[src/rtl/adder8b_seq_ctrl_pkg.sv]
// Shared definitions for the multi-byte add/subtract sequencer.
// Provides the controller state encoding, the byte width and the default
// operand width in bytes.
package adder8b_seq_ctrl_pkg;

  localparam int BYTE_W     = 8;
  localparam int NBYTES_DEF = 4;

  typedef enum logic [1:0] {
    ST_IDLE = 2'd0,
    ST_RUN  = 2'd1,
    ST_DONE = 2'd2
  } state_e;

endpackage

[src/rtl/adder8b.sv]
// Shared 8-bit adder with carry in and carry out.
// Ports:
//   A, B  : 8-bit operands
//   Cin   : carry in
//   S     : 8-bit sum
//   Cout  : carry out
module adder8b (
  input  logic [7:0] A,
  input  logic [7:0] B,
  input  logic       Cin,
  output logic [7:0] S,
  output logic       Cout
);

  assign {Cout, S} = {1'b0, A} + {1'b0, B} + {8'b0, Cin};

endmodule

[src/rtl/adder8b_seq_ctrl.sv]
// Multi-byte add/subtract sequencer. Feeds one byte per cycle, LSB first,
// through a single shared adder8b and chains the carry through a register.
//
// state | meaning
// IDLE  | waiting for start
// RUN   | one byte processed per cycle, NBYTES cycles
// DONE  | result valid, done pulse; start here chains the next operation
//
// Ports:
//   clk      : system clock, rising edge
//   rst      : synchronous active-high reset
//   start    : request pulse, accepted in IDLE or DONE
//   sub      : 0 = A+B, 1 = A-B, latched with start
//   op_a     : operand A, latched with start
//   op_b     : operand B, latched with start
//   busy     : high while in RUN
//   done     : one-cycle pulse when result becomes valid
//   result   : sum/difference, held until the next accepted start
//   cout     : final carry out (subtract: 1 = no borrow)
//   overflow : signed overflow of the full-width operation
module adder8b_seq_ctrl
  import adder8b_seq_ctrl_pkg::*;
#(
  parameter int NBYTES = NBYTES_DEF
) (
  input  logic                     clk,
  input  logic                     rst,
  input  logic                     start,
  input  logic                     sub,
  input  logic [8*NBYTES-1:0]      op_a,
  input  logic [8*NBYTES-1:0]      op_b,
  output logic                     busy,
  output logic                     done,
  output logic [8*NBYTES-1:0]      result,
  output logic                     cout,
  output logic                     overflow
);

  localparam int IW = (NBYTES > 1) ? $clog2(NBYTES) : 1;
  localparam logic [IW-1:0] LAST_IDX = IW'(NBYTES - 1);

  state_e                           state_q;
  logic [IW-1:0]                    idx_q;
  logic                             carry_q;
  logic [NBYTES-1:0][BYTE_W-1:0]    a_q;
  logic [NBYTES-1:0][BYTE_W-1:0]    b_q;      // effective B (inverted for subtract)
  logic [NBYTES-1:0][BYTE_W-1:0]    result_q;
  logic                             busy_q;
  logic                             done_q;
  logic                             cout_q;
  logic                             ovf_q;

  logic [BYTE_W-1:0]                add_s;
  logic                             add_co;

  adder8b u_adder (
    .A    (a_q[idx_q]),
    .B    (b_q[idx_q]),
    .Cin  (carry_q),
    .S    (add_s),
    .Cout (add_co)
  );

  always_ff @(posedge clk) begin
    if (rst) begin
      state_q  <= ST_IDLE;
      idx_q    <= '0;
      carry_q  <= 1'b0;
      a_q      <= '0;
      b_q      <= '0;
      result_q <= '0;
      busy_q   <= 1'b0;
      done_q   <= 1'b0;
      cout_q   <= 1'b0;
      ovf_q    <= 1'b0;
    end else begin
      done_q <= 1'b0;
      case (state_q)
        ST_IDLE, ST_DONE: begin
          if (start) begin
            a_q      <= op_a;
            b_q      <= sub ? ~op_b : op_b;
            // Subtract is A + ~B + 1: the +1 enters as the initial carry.
            carry_q  <= sub;
            idx_q    <= '0;
            result_q <= '0;
            cout_q   <= 1'b0;
            ovf_q    <= 1'b0;
            busy_q   <= 1'b1;
            state_q  <= ST_RUN;
          end else begin
            state_q  <= ST_IDLE;
          end
        end
        ST_RUN: begin
          result_q[idx_q] <= add_s;
          carry_q         <= add_co;
          idx_q           <= idx_q + 1'b1;
          if (idx_q == LAST_IDX) begin
            idx_q   <= '0;
            busy_q  <= 1'b0;
            done_q  <= 1'b1;
            cout_q  <= add_co;
            // Signed overflow: operands agree in sign but the sum does not.
            ovf_q   <= (a_q[NBYTES-1][BYTE_W-1] == b_q[NBYTES-1][BYTE_W-1]) &&
                       (add_s[BYTE_W-1] != a_q[NBYTES-1][BYTE_W-1]);
            state_q <= ST_DONE;
          end
        end
        default: begin
          busy_q  <= 1'b0;
          state_q <= ST_IDLE;
        end
      endcase
    end
  end

  assign busy     = busy_q;
  assign done     = done_q;
  assign result   = result_q;
  assign cout     = cout_q;
  assign overflow = ovf_q;

endmodule

[config.mk]
export PLATFORM = sky130hd
export DESIGN_NAME = adder8b_seq_ctrl
export DESIGN_NICKNAME = d
export VERILOG_FILES = /design/src/rtl/adder8b_seq_ctrl_pkg.sv /design/src/rtl/adder8b.sv /design/src/rtl/adder8b_seq_ctrl.sv
export SDC_FILE = /design/constraint.sdc
export NUM_CORES = 1
export LEC_CHECK = 0
export ABC_CLOCK_PERIOD_IN_PS = 2500
export CAP_MARGIN = 10
export CORE_MARGIN = 3
export CORE_UTILIZATION = 40
export CTS_CLUSTER_SIZE = 24
export DETAILED_ROUTE_END_ITERATION = 16
export PLACE_DENSITY = 0.68
export SLEW_MARGIN = 30
export SYNTH_ARGS = -nofsm -noshare
export SYNTH_HDL_FRONTEND = slang
export SYNTH_SLANG_ARGS = --single-unit
[constraint.sdc]
create_clock -name clk -period 2.5 [get_ports clk]
set_clock_uncertainty 0.05 [all_clocks]
set_input_delay 0.25 -clock clk [delete_from_list [all_inputs] [get_ports clk]]
set_output_delay 0.25 -clock clk [all_outputs]
set_load 0.05 [all_outputs]
; Word-level counts from Yosys, hierarchy flattened
; Cells that the tools add are included.
[totals]
in_bits = 68
wordCells = 70
regBits = 105
[classes]
n_addsub = 3
reduce_logical = 10
muxes = 27
bitwise_logic = 2
n_eq_ne = 7
n_lt_le_gt_ge = 2
[op_table]
columns = op, count
row1 = two-way mux 32 bit, 2
row2 = case mux 32 bit (2 select lines), 1
row3 = binary-select mux 8 bit (select 2 bit), 2
row4 = bitwise mux 32 bit, 1
row5 = NOT 32 bit, 1
row6 = two-way mux 8 bit, 3
row7 = demux 8 bit (select 2 bit), 1
row8 = adder 8 x 8 -> 9 bit, 1
row9 = adder 9 x 1 -> 9 bit, 1
row10 = two-way mux 1 bit, 8
row11 = case mux 1 bit (2 select lines), 4
row12 = case mux 2 bit (2 select lines), 2
row13 = two-way mux 2 bit, 3
row14 = AND reduction 2 bit, 3
row15 = "equality test 2 bit, second input constant", 2
row16 = "!= test 2 bit, second input constant", 2
row17 = OR reduction 2 bit, 2
row18 = "< comparator 2 x 3 -> 1 bit, second input constant", 1
row19 = AND reduction 3 bit, 1
row20 = "adder 2 x 1 -> 2 bit, second input constant", 1
row21 = "equality test 2 x 1 -> 1 bit, second input constant", 1
row22 = "greater-or-equal comparator 2 x 1 -> 1 bit, second input constant", 1
row23 = logical AND 1 bit, 2
row24 = logical NOT 2 bit, 1
row25 = other kinds (4), 4

; Longest topological paths before layout
; Gate-level depths: netlist of run 1.
[depth]
word_depth = 8
ltp_mapped = 11
mapped_depth_nobuf = 10

; Modules after synthesis
; A second synthesis of run 1 with hierarchy kept.
[unflattened]
cells_unflattened = 517
hier_area_um2 = 4803.4
[modules_own_cells]
columns = module, seq_area_each_um2, area_each_um2, n_inst, cells_each
row1 = adder8b_seq_ctrl, 2102.0, 4478.0, 1, 480
row2 = adder8b, 0.0, 325.3, 1, 37

; Least setup slack after synthesis of run 1
; No wires, ideal clock.
[synth_path]
path_type = register -> register
startpoint = register idx_q[0]
endpoint = register result_q (netlist bit result[14])
path_stages_with_launch = 12
setup_ns = 0.131
slack_ns = -0.266
t_arrival_ns = 2.585
synth_period_minus_slack_ns = 2.766
cell_sequence = dfxtp_1 -> buf_4 -> mux4_2 -> fa_1 -> inv_1 -> fa_1 -> nor2b_1 -> o21ai_0 -> nor3b_2 -> o21bai_2 -> xnor2_1 -> o31ai_1
[synth_via]
elab_chain_cells = 6
word_cells_on_any_way = 13
[synth_rtl]
columns = element, line_no
row1 = "start, declared", adder8b_seq_ctrl.sv:43  ; logic [IW-1:0] idx_q;
row2 = "start signal, assigned", adder8b_seq_ctrl.sv:98  ; idx_q <= idx_q + 1'b1;
row3 = binary-select mux 8 bit (select 2 bit) (tied with other cells), adder8b_seq_ctrl.sv:57  ; .A (a_q[idx_q]),
row4 = two-way mux 8 bit (implied by the code) (tied with other cells), adder8b_seq_ctrl.sv:57
row5 = adder 8 x 8 -> 9 bit or two-way mux 8 bit (tied branches), "adder8b.sv:15, adder8b_seq_ctrl.sv:96"
row6 = adder 9 x 1 -> 9 bit or demux 8 bit (select 2 bit) (tied branches), "adder8b.sv:15, adder8b_seq_ctrl.sv:96"
row7 = bitwise mux 32 bit *, adder8b_seq_ctrl.sv:96  ; result_q[idx_q] <= add_s;
row8 = case mux 32 bit (2 select lines) *, adder8b_seq_ctrl.sv:78  ; case (state_q)
row9 = "end signal, assigned by index", adder8b_seq_ctrl.sv:96
row10 = "end, declared", adder8b_seq_ctrl.sv:47  ; logic [NBYTES-1:0][BYTE_W-1:0] result_q;
; Every way passes the cells marked *; elsewhere a longest branch is shown, timed or not. The select of a mux whose other input is x is not followed.
; A chain may end at the register's enable or synchronous reset.

; Worst setup path in the final report of run 1
[layout_path]
startpoint = register idx_q[0]
endpoint = register result_q (netlist bit result[6])
; Same word-level chain as after synthesis.

==> impl_metrics.tcl, run 1 <==
set metrics [dict create \
    status "finished with violations" \
    violations "negative setup slack" \
    clock-root-buffer "clkbuf_16" \
    cp_common_cell "fa_2" \
    cts_tree "yes" \
    power.density_nw_per_um2 624 \
    yosysWarnings 0 \
    crit_type "register to register" \
    max-vdd-ir-drop_mv 0.376 \
    synth_cell_type_count 36 \
    areaGrowthSynthToFinish_pct 34.5 \
    wire_per_inst_um 15.0 \
    drt_wl_total_mm 11.5 \
    htreeDepth 3 \
    r2r_setup_slack_ns -0.12 \
    fin_crit_sh_pct 105 \
    fin_crit_ns 2.62 \
    fillCellCount 1009 \
    path_buf_inv 1 \
    worstPathCellList "mux4_2 -> fa_2 -> inv_2 -> fa_2 -> nor2b_1 -> o21ai_2 -> nor3b_2 -> o21bai_2 -> xnor2_2 -> o31ai_1" \
    synth_edf_count 0 \
    hold_buffers 0 \
    synth_area_leaders "dfxtp_1 45%, mux4_2 7.7%, nand2_1 7.7%, a21oi_1 6.7%, xnor2_1 6.7%" \
    antenna_cells 0 \
    critical_path.startpoint "idx_q[0]" \
    layout.area.seq_um2 2110 \
    first_pass_iters 4 \
    place_ws_ns -0.186 \
    synth_async_sr_flop_share_pct 0 \
    post-route-drc-count 0 \
    crit_required_ns 2.71 \
    slew_headroom_pct 42.9 \
    ant_nets 0 \
    finalHoldViolCount 0 \
    slowest_stage "mux4_2" \
    wirelength_met1_mm 4.63 \
    crit_path_max_fanout 4 \
    grt_remaining_overflow 0 \
    syn_area_per_cell_um2 8.88 \
    drt_iter0_drc 291 \
    synth_largest_area_cell "dfxtp_1" \
    grt_first_pass_wirelength_mm 18.5 \
    syn_area_um2 4700 \
    fin_tns_setup_ns -0.481 \
    fmax_ghz 0.382 \
    die-area_um2 13100 \
    r2r_cells 10 \
    io_buffers 103 \
    rsz0062_at_grt "yes" \
    setup_viol 9 \
    cts_sinks 105 \
    reg2reg_to "result[6]" \
    slowest_delay_ns 0.53 \
    clk_path_buf_depth 2 \
    core_um2 11200 \
    synth_seq_area_share_pct 44.8 \
    total_power_mw 3.94 \
    vias_per_cell 5.24 \
    start_kind "register" \
    layout_setup_ws_ns -0.116 \
    total_leakage_power_nw 2.24 \
    hold_ws_ns 0.328 \
    antenna_found_initial 0 \
    worstMarginPinSlew_ns 0.856 \
    hpwl_mm 8.58 \
    setup.worst_path.end_class "register" \
    cp.depth 10 \
    drv_slew 0 \
    cts_buffers 9 \
    synth.top_cell.area_share_pct 44.8 \
    ys_ff_latch 105 \
    multiInputGateArea_um2 2500 \
    finalWeightedCongestion 0.884 \
    crit_arrival_ns 2.82 \
    max_cap_violations 0 \
    endpoint "result[6]" \
    timing.rr.start "idx_q[0]" \
    track_usage_pct 17.7 \
    syn-instance-count 529 \
    num-nets-final 704 \
    clkSlewWorstSetupHoldPaths_ns 0.08 \
    drive_above_1_share_pct 12.7 \
    holdPathStages 2 \
    start_util_pct 42.0 \
    die_h_um 114 \
    grt_max_degree 82 \
    hold_class "input pin to register" \
    wl_met2_mm 6.00 \
    clk_latency_ns 0.35 \
    vias 4027 \
    cpLargestDelayFamily "adder cells" \
    routed.top_layer "met4" \
    io_pins 104 \
    met3WireLength_um 717 \
    rows 38 \
    first_global_vias 3879 \
    syn-num-nets 610 \
    ys.flop_type "dfxtp_1" \
    die_x_um 114 \
]
==> where the power goes <==
part	switching [mW]	total, mW	internal (mW)
Clock	0.637	1.32	0.682
Combinational	0.408	0.800	0.392
Sequential	0.0570	1.82	1.77
Total	1.10	3.94	2.84
==> cells in the mapped netlist (2+ instances only) <==
library cell and number:
a211oi_1 32, a21oi_1 63, a22oi_1 2, a31oi_1 4, and2_0 2, and2_1 2
buf_1 8, buf_2 9, clkbuf_1 26, dfxtp_1 105, fa_1 2, ha_1 11
inv_1 5, mux4_2 16, nand2_1 96, nand2b_1 3, nand3_1 29, nor2_1 49
nor2b_1 4, nor3_1 2, o211ai_1 2, o21ai_0 5, o31ai_1 4, xnor2_1 36
==> metal layers <==
metal | GRT usage [%] | vias up
li1 | - | 2005
met1 | 20.9 | 1882
met2 | 31.8 | 122
met3 | 4.12 | 18
met4 | 5.62 | 0
met5 | 0 | -
==> per-stage QoR <==
stage | utilization (%) | instances | cell area, um2
3_5_place_dp | 52.9 | 746 | 5910
4_1_cts | 55.9 | 764 | 6250
5_1_grt | 56.6 | 768 | 6320
2_1_floorplan | - | 529 | 4720
6_report | 56.6 | 768 | 6320
3_3_place_gp | 52.9 | 746 | 5910
==> what timing repair did <==
action	in CTS	in global routing
setup endpoints to repair	21	26
pin swaps	10	10
gates resized for setup	6	7
setup buffers	2	4
==> final cells by class <==
cell class                 instances  area share, %
multi-input combinational        375           39.5
sequential                       105           33.3
timing repair buffer             127           19.6
clock buffer                       9           3.56
tap                              140           2.77
clock inverter                     7          0.851
inverter                           5          0.297
==> cell usage in the layout (no fill, tap or decap), drive strengths merged <==
cell	count
dfxtp	105
nor3	2
a22oi	2
o211ai	2
a211oi	33
clkdlybuf4s50	101
fa	2
nand2b	3
ha	11
o21bai	1
a21o	1
nor4	1
nor2	49
buf	26
clkinv	2
xor2	1
nor3b	1
nand2	96
mux4	16
inv	7
xnor2	37
o21ai	6
a22o	1
nor2b	4
nand3	29
and2	4
a31oi	4
o31ai	5
o21a	1
clkinvlp	3
a21oi	63
clkbuf	9
==> worst min-delay path by stage <==
stage	startpoint	to	slack, ns
floorplan	op_a[0]	a_q[0]	0.34
global placement	a_q[26]	a_q[26]	0.39
finish	rst	idx_q[1]	0.33
global route	rst	result[25]	0.35
CTS	rst	idx_q[1]	0.33
detailed placement	a_q[20]	a_q[20]	0.39
==> cell families (layout without fill, tap and decap cells) <==
group                    Yosys count  in the layout  synth area share, %
AO/OA/AOI/OAI                    119            119                 15.6
adder cells (fa/ha/maj)           13             13                 3.78
AND/OR/NAND/NOR                  189            189                 16.8
XOR/XNOR                          38             38                 7.25
multiplexers                      16             16                 7.67
buffers and inverters             49            148                 4.24
flip-flops                       105            105                 44.8
==> worst register-to-register path: cells and delay by family (launching register included) <==
family | cells | cell delay [ns]
AOI/OAI and AO/OA | 3 | 0.48
xor gates and xnor gates | 1 | 0.17
adders and majority gates | 2 | 0.59
buffers and inverters | 1 | 0.07
DFF | 1 | 0.39
muxes | 1 | 0.53
and+or+nand+nor | 2 | 0.25
==> flip-flops by register name (all words and copies together) (netlist names) <==
| signal | count |
|---|---|
| a_q | 32 |
| b_q | 32 |
| result | 32 |
| idx_q | 2 |
| state_q | 2 |
| busy | 1 |
| carry_q | 1 |
| cout | 1 |
| done | 1 |
| overflow | 1 |
Note: power is estimated with default switching activity, not from simulation.
==> inputs of run 2 (changes only) <==
Settings changed: GPL_ROUTABILITY_DRIVEN from default to 0.
==> results of run 2 <==
The final DEF is identical to that of run 1; final timing and power are the same.
==> inputs of run 3 (changes only) <==
Settings changed: SETUP_SLACK_MARGIN from default to 0.5.
==> impl_metrics.tcl, run 3 (synthesis gave the netlist of run 1 again) <==
set metrics [dict create \
    finalHoldViolCount 0 \
    hpwl_mm 8.50 \
    grt_first_pass_wirelength_mm 18.7 \
    power.density_nw_per_um2 639 \
    clkSlewWorstSetupHoldPaths_ns 0.07 \
    hold_class "input pin to register" \
    setup.worst_path.end_class "register" \
    wire_per_inst_um 14.9 \
    worstMarginPinSlew_ns 0.853 \
    drt_wl_total_mm 11.5 \
    clock-root-buffer "clkbuf_16" \
    die_x_um 114 \
    vias 3944 \
    status "finished with violations" \
    violations "negative setup slack" \
    r2r_cells 10 \
    grt_remaining_overflow 0 \
    finalInstanceArea_um2 6470 \
    io_pins 104 \
    crit_type "register to register" \
    fillCellCount 979 \
    cts_tree "yes" \
    holdPathStages 2 \
    hold_buffers 0 \
    fin_crit_sh_pct 105 \
    total_leakage_power_nw 2.29 \
    crit_arrival_ns 2.79 \
    fin_crit_ns 2.63 \
    antenna_cells 0 \
    fin_tns_setup_ns -0.907 \
    htreeDepth 3 \
    multiInputGateArea_um2 2590 \
    start_kind "register" \
    max-vdd-ir-drop_mv 0.357 \
    start_util_pct 42.0 \
    timing.rr.start "idx_q[0]" \
    drv_slew 0 \
    slew_headroom_pct 43.1 \
    place_ws_ns -0.195 \
    fin_cells 770 \
    placed_area_um2 5960 \
    cts_buffers 9 \
    clk_latency_ns 0.34 \
    max_cap_violations 0 \
    vias_per_cell 5.12 \
    core_um2 11200 \
    clk_path_buf_depth 2 \
    first_global_vias 3948 \
    io_buffers 103 \
    layout_common_cells "104 x dfxtp_1, 101 x clkdlybuf4s50_1, 93 x nand2_1, 51 x a21oi_1, 49 x nor2_1" \
    r2r_setup_slack_ns -0.13 \
    drt_iter0_drc 242 \
    grt_max_degree 83 \
    holdPathEnd "busy" \
    rows 38 \
    crit_path_max_fanout 4 \
    reg2reg_to "result[30]" \
    layout_setup_ws_ns -0.133 \
    num-nets-final 707 \
    die-area_um2 13100 \
    cts_sinks 105 \
    drive_above_1_share_pct 15.7 \
    first_pass_iters 4 \
    hp-start "rst" \
    final_common_cell "dfxtp_1" \
    fmax_ghz 0.380 \
    crit_required_ns 2.65 \
    ant_nets 0 \
    areaGrowthSynthToFinish_pct 37.8 \
    post-route-drc-count 0 \
    setup_viol 13 \
    die_h_um 114 \
    layout.area.seq_um2 2110 \
    track_usage_pct 17.8 \
    dp.cells 751 \
    antenna_found_initial 0 \
    rsz0062_at_grt "yes" \
]
## run 3: changes by cell type in the layout (fill, tap and decap cells not counted), moves of 2 or more
cell / change
a21oi_1: -11
a21oi_2: +11
nand2_1: -3
nand2_2: +3
buf_4: +2
buf_6: +2
bufinv_16: +2
inv_6: -2
## run 3: what timing repair did
action	in CTS	in global routing
setup buffers	2	2
pin swaps	10	13
resized for setup	8	22
setup endpoints to repair	31	31
## run 3: area by class of cell
cell class | instances | share of cell area (%)
multi-input combinational | 375 | 40.1
sequential | 105 | 32.5
timing repair buffer | 130 | 19.5
clock buffer | 10 | 3.69
tap | 140 | 2.71
clock inverter | 5 | 1.24
inverter | 5 | 0.290
## run 3: power breakdown
group	total, mW	internal (mW)	switching [mW]
logic	0.824	0.405	0.419
clock network	1.49	0.897	0.590
registers	1.82	1.77	0.0560
## run 3: worst max-delay path by stage
stage	startpoint	end	slack, ns	cells after the start
finish	idx_q[0]	result[30]	-0.13	10
floorplan	idx_q[0]	result[14]	-0.07	11
global placement	idx_q[0]	result[30]	-0.10	10
CTS	idx_q[0]	result[14]	-0.14	10
detailed placement	idx_q[0]	result[14]	-0.20	10
global route	idx_q[0]	result[6]	-0.23	10
## run 3: layer usage
layer | GRT usage [%] | vias to the layer above | wire [um]
li1 | - | 2013 | -
met1 | 21.1 | 1824 | 4810
met2 | 32.9 | 96 | 5990
met3 | 3.38 | 11 | 540
met4 | 4.43 | 0 | 120
met5 | 0 | - | 0
## run 3: critical path, cell delays in order, from the launching register on
cell and delay (ns):
dfxtp_4 0.39, mux4_2 0.52, fa_2 0.39, inv_2 0.07, fa_2 0.21, nor2b_2 0.05, o21ai_2 0.14, nor3b_2 0.21
o21bai_2 0.11, xnor2_2 0.25, o31ai_1 0.11
## run 3: stage by stage
stage | power, mW | hold slack [ns] | utilization, %
after floorplan | 2.33 | 0.336 | -
after global placement | 2.61 | 0.391 | 53.3
after detailed placement | 2.63 | 0.397 | 53.3
after CTS | 4.12 | 0.351 | 56.8
after global routing | 4.31 | 0.414 | 57.9
final | 4.14 | 0.367 | 57.9
